`src/rtl/add_share_pkg.sv`:
```
// Shared types and widths for the add_share_ctrl adder-sharing controller.
package add_share_pkg;

  localparam int ADD_W  = 32;
  localparam int WIDE_W = 64;

  typedef enum logic [1:0] {
    IDLE = 2'd0,
    LO   = 2'd1,
    HI   = 2'd2,
    RSP  = 2'd3
  } state_e;

endpackage

```
`src/rtl/add_share_ctrl_rca32.sv`:
```
// RCA32: 32-bit ripple-carry adder shared by the add_share_ctrl sequencer.
module RCA32 (
  input  logic [31:0] a,
  input  logic [31:0] b,
  input  logic        cin,
  output logic [31:0] sum,
  output logic        cout
);

  always_comb begin
    logic [32:0] c;
    c    = '0;
    sum  = '0;
    c[0] = cin;
    for (int unsigned i = 0; i < 32; i++) begin
      sum[i]   = a[i] ^ b[i] ^ c[i];
      c[i + 1] = (a[i] & b[i]) | (a[i] & c[i]) | (b[i] & c[i]);
    end
    cout = c[32];
  end

endmodule

```
`src/rtl/add_share_ctrl.sv`:
```
// Round-robin controller sharing one RCA32 among NREQ requesters; wide ops take two passes.
// Optional result flags (rsp_ovf, rsp_zero) are enabled by defining ADD_SHARE_FLAGS_EN.
module add_share_ctrl
  import add_share_pkg::*;
#(
  parameter  int NREQ = 4,
  localparam int IDW  = $clog2(NREQ)
) (
  input  logic                   clk,
  input  logic                   rst,
  input  logic [NREQ-1:0]        req_valid,
  output logic [NREQ-1:0]        req_ready,
  input  logic [NREQ-1:0]        req_wide,
  input  logic [NREQ*WIDE_W-1:0] req_a,
  input  logic [NREQ*WIDE_W-1:0] req_b,
  input  logic [NREQ-1:0]        req_cin,
  output logic                   rsp_valid,
  input  logic                   rsp_ready,
  output logic [IDW-1:0]         rsp_id,
  output logic [WIDE_W-1:0]      rsp_sum,
  output logic                   rsp_cout
`ifdef ADD_SHARE_FLAGS_EN
  ,
  output logic                   rsp_ovf,
  output logic                   rsp_zero
`endif
);

  state_e              state_q, state_d;
  logic [IDW-1:0]      last_grant_q, last_grant_d;
  logic [WIDE_W-1:0]   a_q, a_d;
  logic [WIDE_W-1:0]   b_q, b_d;
  logic                cin_q, cin_d;
  logic                wide_q, wide_d;
  logic                c_lo_q, c_lo_d;
  logic [IDW-1:0]      id_q, id_d;
  logic                rsp_valid_q, rsp_valid_d;
  logic [IDW-1:0]      rsp_id_q, rsp_id_d;
  logic [WIDE_W-1:0]   rsp_sum_q, rsp_sum_d;
  logic                rsp_cout_q, rsp_cout_d;
`ifdef ADD_SHARE_FLAGS_EN
  logic                ovf_q, ovf_d;
  logic                zero_q, zero_d;
`endif

  logic [IDW:0]        pick;
  logic                grant_found;
  logic [IDW-1:0]      grant_idx;
  logic                accept;

  logic [ADD_W-1:0]    add_a, add_b, add_sum;
  logic                add_cin, add_cout;

  // Returns {found, index} of the first valid requester after 'last', wrapping.
  function automatic logic [IDW:0] rr_pick(input logic [NREQ-1:0] v,
                                           input logic [IDW-1:0]  last);
    logic [IDW:0]   r;
    logic [IDW-1:0] idx;
    r = '0;
    for (int unsigned k = 1; k <= NREQ; k++) begin
      idx = IDW'((32'(last) + k) % NREQ);
      if (!r[IDW] && v[idx]) r = {1'b1, idx};
    end
    return r;
  endfunction

  always_comb begin
    pick        = rr_pick(req_valid, last_grant_q);
    grant_found = pick[IDW];
    grant_idx   = pick[IDW-1:0];
    accept      = (state_q == IDLE) && !rst && grant_found;
    req_ready   = accept ? (NREQ'(1) << grant_idx) : '0;
  end

  always_comb begin
    if (state_q == HI) begin
      add_a   = a_q[WIDE_W-1:ADD_W];
      add_b   = b_q[WIDE_W-1:ADD_W];
      add_cin = c_lo_q;
    end else begin
      add_a   = a_q[ADD_W-1:0];
      add_b   = b_q[ADD_W-1:0];
      add_cin = cin_q;
    end
  end

  RCA32 u_rca (
    .a    (add_a),
    .b    (add_b),
    .cin  (add_cin),
    .sum  (add_sum),
    .cout (add_cout)
  );

  always_comb begin
    state_d      = state_q;
    last_grant_d = last_grant_q;
    a_d          = a_q;
    b_d          = b_q;
    cin_d        = cin_q;
    wide_d       = wide_q;
    c_lo_d       = c_lo_q;
    id_d         = id_q;
    rsp_valid_d  = rsp_valid_q;
    rsp_id_d     = rsp_id_q;
    rsp_sum_d    = rsp_sum_q;
    rsp_cout_d   = rsp_cout_q;
`ifdef ADD_SHARE_FLAGS_EN
    ovf_d        = ovf_q;
    zero_d       = zero_q;
`endif
    case (state_q)
      IDLE: begin
        if (accept) begin
          a_d          = req_a[grant_idx*WIDE_W +: WIDE_W];
          b_d          = req_b[grant_idx*WIDE_W +: WIDE_W];
          cin_d        = req_cin[grant_idx];
          wide_d       = req_wide[grant_idx];
          id_d         = grant_idx;
          last_grant_d = grant_idx;
          state_d      = LO;
        end
      end
      LO: begin
        rsp_sum_d[ADD_W-1:0] = add_sum;
        c_lo_d               = add_cout;
        rsp_id_d             = id_q;
        if (wide_q) begin
          state_d = HI;
        end else begin
          rsp_sum_d[WIDE_W-1:ADD_W] = '0;
          rsp_cout_d                = add_cout;
          rsp_valid_d               = 1'b1;
          state_d                   = RSP;
`ifdef ADD_SHARE_FLAGS_EN
          ovf_d  = (a_q[ADD_W-1] == b_q[ADD_W-1]) && (add_sum[ADD_W-1] != a_q[ADD_W-1]);
          zero_d = (add_sum == '0);
`endif
        end
      end
      HI: begin
        rsp_sum_d[WIDE_W-1:ADD_W] = add_sum;
        rsp_cout_d                = add_cout;
        rsp_valid_d               = 1'b1;
        state_d                   = RSP;
`ifdef ADD_SHARE_FLAGS_EN
        // Low half was registered in LO, so zero must look at both halves.
        ovf_d  = (a_q[WIDE_W-1] == b_q[WIDE_W-1]) && (add_sum[ADD_W-1] != a_q[WIDE_W-1]);
        zero_d = (add_sum == '0) && (rsp_sum_q[ADD_W-1:0] == '0);
`endif
      end
      RSP: begin
        if (rsp_ready) begin
          rsp_valid_d = 1'b0;
          state_d     = IDLE;
        end
      end
      default: state_d = IDLE;
    endcase
  end

  always_ff @(posedge clk) begin
    if (rst) begin
      state_q      <= IDLE;
      last_grant_q <= IDW'(NREQ - 1);
      a_q          <= '0;
      b_q          <= '0;
      cin_q        <= 1'b0;
      wide_q       <= 1'b0;
      c_lo_q       <= 1'b0;
      id_q         <= '0;
      rsp_valid_q  <= 1'b0;
      rsp_id_q     <= '0;
      rsp_sum_q    <= '0;
      rsp_cout_q   <= 1'b0;
`ifdef ADD_SHARE_FLAGS_EN
      ovf_q        <= 1'b0;
      zero_q       <= 1'b0;
`endif
    end else begin
      state_q      <= state_d;
      last_grant_q <= last_grant_d;
      a_q          <= a_d;
      b_q          <= b_d;
      cin_q        <= cin_d;
      wide_q       <= wide_d;
      c_lo_q       <= c_lo_d;
      id_q         <= id_d;
      rsp_valid_q  <= rsp_valid_d;
      rsp_id_q     <= rsp_id_d;
      rsp_sum_q    <= rsp_sum_d;
      rsp_cout_q   <= rsp_cout_d;
`ifdef ADD_SHARE_FLAGS_EN
      ovf_q        <= ovf_d;
      zero_q       <= zero_d;
`endif
    end
  end

  assign rsp_valid = rsp_valid_q;
  assign rsp_id    = rsp_id_q;
  assign rsp_sum   = rsp_sum_q;
  assign rsp_cout  = rsp_cout_q;
`ifdef ADD_SHARE_FLAGS_EN
  assign rsp_ovf   = ovf_q;
  assign rsp_zero  = zero_q;
`endif

endmodule
```
`config.mk`:
```
export PLATFORM = sky130hd
export DESIGN_NAME = add_share_ctrl
export DESIGN_NICKNAME = d
export VERILOG_FILES = /design/src/rtl/add_share_pkg.sv /design/src/rtl/add_share_ctrl_rca32.sv /design/src/rtl/add_share_ctrl.sv
export SDC_FILE = /design/constraint.sdc
export NUM_CORES = 1
export LEC_CHECK = 0
export BUFFER_PORTS_ARGS = -buffer_cell sky130_fd_sc_hd__clkbuf_2
export CAP_MARGIN = 20
export CORE_AREA = 2 2 234 236
export CTS_CLUSTER_SIZE = 40
export DETAILED_ROUTE_END_ITERATION = 16
export DIE_AREA = 0 0 236 238
export PLACE_DENSITY_LB_ADDON = 0.12
export SLEW_MARGIN = 5
export SYNTH_ARGS = -nofsm -noshare
export SYNTH_HDL_FRONTEND = slang
export SYNTH_SLANG_ARGS = --single-unit
export TNS_END_PERCENT = 5
```
`constraint.sdc`:
```
create_clock -name clk -period 18.2 [get_ports clk]
set_input_delay 0.91 -clock clk [delete_from_list [all_inputs] [get_ports clk]]
set_output_delay 0.91 -clock clk [all_outputs]
set_load 0.01 [all_outputs]
```
==> results_dict.tcl <==
set metrics [dict create \
    status "finished, final reports clean" \
    io_pins 599 \
    antenna_found_initial 2 \
    crit_type "flip-flop to flip-flop" \
    post-cts-setup-buffers 0 \
    grtUsageTotal 0.175 \
    worst_pin_slew_ns 0.991 \
    hpwl_um 39900 \
    yosysTopAreaCell "dfxtp_1" \
    setup_viol 0 \
    fp.dieArea_um2 56200 \
    yosysSeqAreaShare 0.334 \
    wirelength_um 50900 \
    clkPwrFrac 0.214 \
    gr-total-overflow 0 \
    holdBufCountCts 0 \
    cp-end-kind "flip-flop" \
    placed_cell_area_um2 15600 \
    crit_path_max_fanout 11 \
    leakagePower_uw 0.00747 \
    numCtsBuffers 27 \
    n_fill_cell 5604 \
    finish.utilization 0.310 \
    ys_warn_count 0 \
    clock_latency_ns 0.56 \
    crit_arrival_ns 16.89 \
    core_um2 53500 \
    gp_congestion 0.828 \
    grt_setup_unrepaired "false" \
    drv_cap 0 \
    finalSetupTns_ns 0 \
    layout_worst_path_cycle_share 0.903 \
    comb_power_share 0.498 \
    row_count 85 \
    vias_per_cell 4.53 \
    swShare 0.410 \
    max_stage_delay_ns 0.57 \
    wl_per_cell_um 21.2 \
    ys_types 39 \
    cp_num_buf_inv 2 \
    slowest_stage "fa_1" \
    slew_headroom 0.339 \
    start_kind "flip-flop" \
    synth_top_area_frac 0.334 \
    drtAntennaViolNets 0 \
    hold_ws_ns 0.441 \
    hold_viol_final 0 \
    num_vias 10888 \
    clk_pin_slew_ns 0.06 \
    net-switching-power_uw 1110 \
    grt_pass1_vias 11333 \
    dr.pass1.iters 4 \
    cts_tree "done" \
    drc_errors 0 \
    numPortBuffers 598 \
    ir_worst_vdd_uv 92.7 \
    syn_area_um2 12300 \
    grt_max_degree 132 \
    fmax_ghz 0.0609 \
    drt_iter0_markers 397 \
    yosys-top-cells-area "dfxtp_1 33%, mux2i_1 24%, o221ai_2 11%, mux2_2 5.7%, fa_1 5.2%" \
    crit_top_cell "fa_1" \
    syn_avg_cell_area_um2 10.7 \
    powerDensity_nw_per_um2 164 \
    cts_resized 0 \
    required_ns 18.66 \
    setup_slack_ns 1.77 \
    start_util 0.230 \
    cts-root-buf "clkbuf_16" \
    die_height_um 238 \
    die_w_um 236 \
    hp-class "flip-flop to flip-flop" \
    ys_ff_latch 205 \
    dp_worst_setup_slack_ns 1.65 \
    p_int_uw 1600 \
    drive_gt1_frac 0.479 \
    pwr-share-seq 0.289 \
    synthCells 1153 \
    clock_sinks 205 \
    grt_first_pass_wirelength_um 73700 \
    syn_to_final_growth_pct 34.8 \
    slew_viol_final 0 \
    syn-num-nets 1717 \
    cts_max_level 1 \
    nets 2251 \
    fin_skew_ns 0.0239 \
    cts_max_path_buffers 3 \
    path_delay_family "adder cells" \
    design_area_um2 16600 \
    timing.final.crit_period_ns 16.43 \
]
## Yosys cell counts, drive strengths merged
library cell  count
o221ai          130
dfxtp           205
o21a              2
ha                5
clkbuf           29
a21o              2
a311oi            1
nor4              1
nor2b             2
nor2             42
and2              1
and3              1
or2               2
nand4             1
a211oi            1
mux2             62
o221a             1
fa               32
a22oi             1
nor3              1
and2b             1
a21oi            35
nand3            35
a311o             1
a31oi             1
inv               5
mux2i           297
nand2b            7
nand2           169
o21ai             5
buf              74
o41ai             1
## sequential cells by signal (all words and copies together) (netlist names)
name	count
cin_q	1
b_q	64
state_q	2
rsp_cout	1
a_q	64
c_lo_q	1
rsp_sum	64
rsp_valid	1
wide_q	1
rsp_id	2
last_grant_q	2
id_q	2
## tightest hold or removal path: stages (launching register included)
cell	delay [ns]
dfxtp_1	0.30
nand2_1	0.05
nand2_1	0.04
## per-layer routing
layer	part of all wire	vias to the layer above	routed length, um	track usage
met2	0.53	371	27300	0.339
met5	0.00026	-	13	0
met3	0.052	50	2650	0.0307
met1	0.40	5124	20200	0.202
met4	0.017	2	843	0.0320
li1	-	5341	-	-
## logic make-up (layout without fill, tap and decap cells)
kind of cell,Yosys count,in the layout,synth area share
AND/OR/NAND/NOR,263,263,0.0881
flip-flops,205,205,0.334
adder cells (fa/ha/maj),37,37,0.0572
multiplexers,359,359,0.299
AO/OA/AOI/OAI,181,181,0.163
buffers and inverters,108,662,0.0597
other,0,1,0
## area by class of cell
| type | instances | area (um2) | share of cell area |
|---|---|---|---|
| well taps | 696 | 871 | 0.0526 |
| repair buffers | 608 | 3100 | 0.187 |
| clock buffers | 38 | 777 | 0.0469 |
| inverters | 5 | 18.8 | 0.00113 |
| diodes | 1 | 2.50 | 0.000151 |
| clock inverters | 11 | 185 | 0.0112 |
| flip-flops and latches | 205 | 4100 | 0.248 |
| multi-input cells | 840 | 7510 | 0.454 |
## worst paths after layout
kind               from          end  slack [ns]  depth (start not counted)
max          state_q[0]  rsp_sum[63]        1.77                         38
min reg2reg     id_q[0]      id_q[0]        0.44                          2
max reg2reg  state_q[0]  rsp_sum[63]        1.77                         38
min             id_q[0]      id_q[0]        0.44                          2
## through the flow
step	total power, uW	std cells
final	2720	2404
after global routing	2920	2404
after CTS	2780	2403
after detailed placement	2190	2354
after global placement	2170	2354
after floorplan	1730	1153
## layout by cell type (no fill, tap or decap), types with 2 or more instances in the layout
cell type / n
dfxtp_1: 205
clkinv_2: 4
ha_4: 2
nand2b_1: 6
o21ai_0: 3
a21o_1: 2
or2_2: 2
buf_4: 9
fa_1: 32
clkinvlp_4: 2
inv_1: 5
ha_1: 3
mux2i_1: 297
o21ai_1: 2
nand2_1: 168
mux2_2: 62
clkbuf_1: 5
o221ai_2: 90
buf_12: 2
o221ai_1: 40
o21a_1: 2
nand3_1: 35
nor2_1: 42
a21oi_1: 35
clkbuf_8: 6
clkbuf_16: 27
bufinv_16: 5
clkbuf_2: 597
## power groups by stage
| stage | clock network (uW) | logic, uW | registers, uW |
|---|---|---|---|
| 2_1_floorplan | 0 | 963 | 770 |
| 3_3_place_gp | 0 | 1390 | 788 |
| 3_5_place_dp | 0 | 1390 | 796 |
| 4_1_cts | 596 | 1400 | 789 |
| 5_1_grt | 616 | 1490 | 813 |
| 6_report | 581 | 1350 | 785 |
No activity file was read; power rests on OpenSTA's default activity.
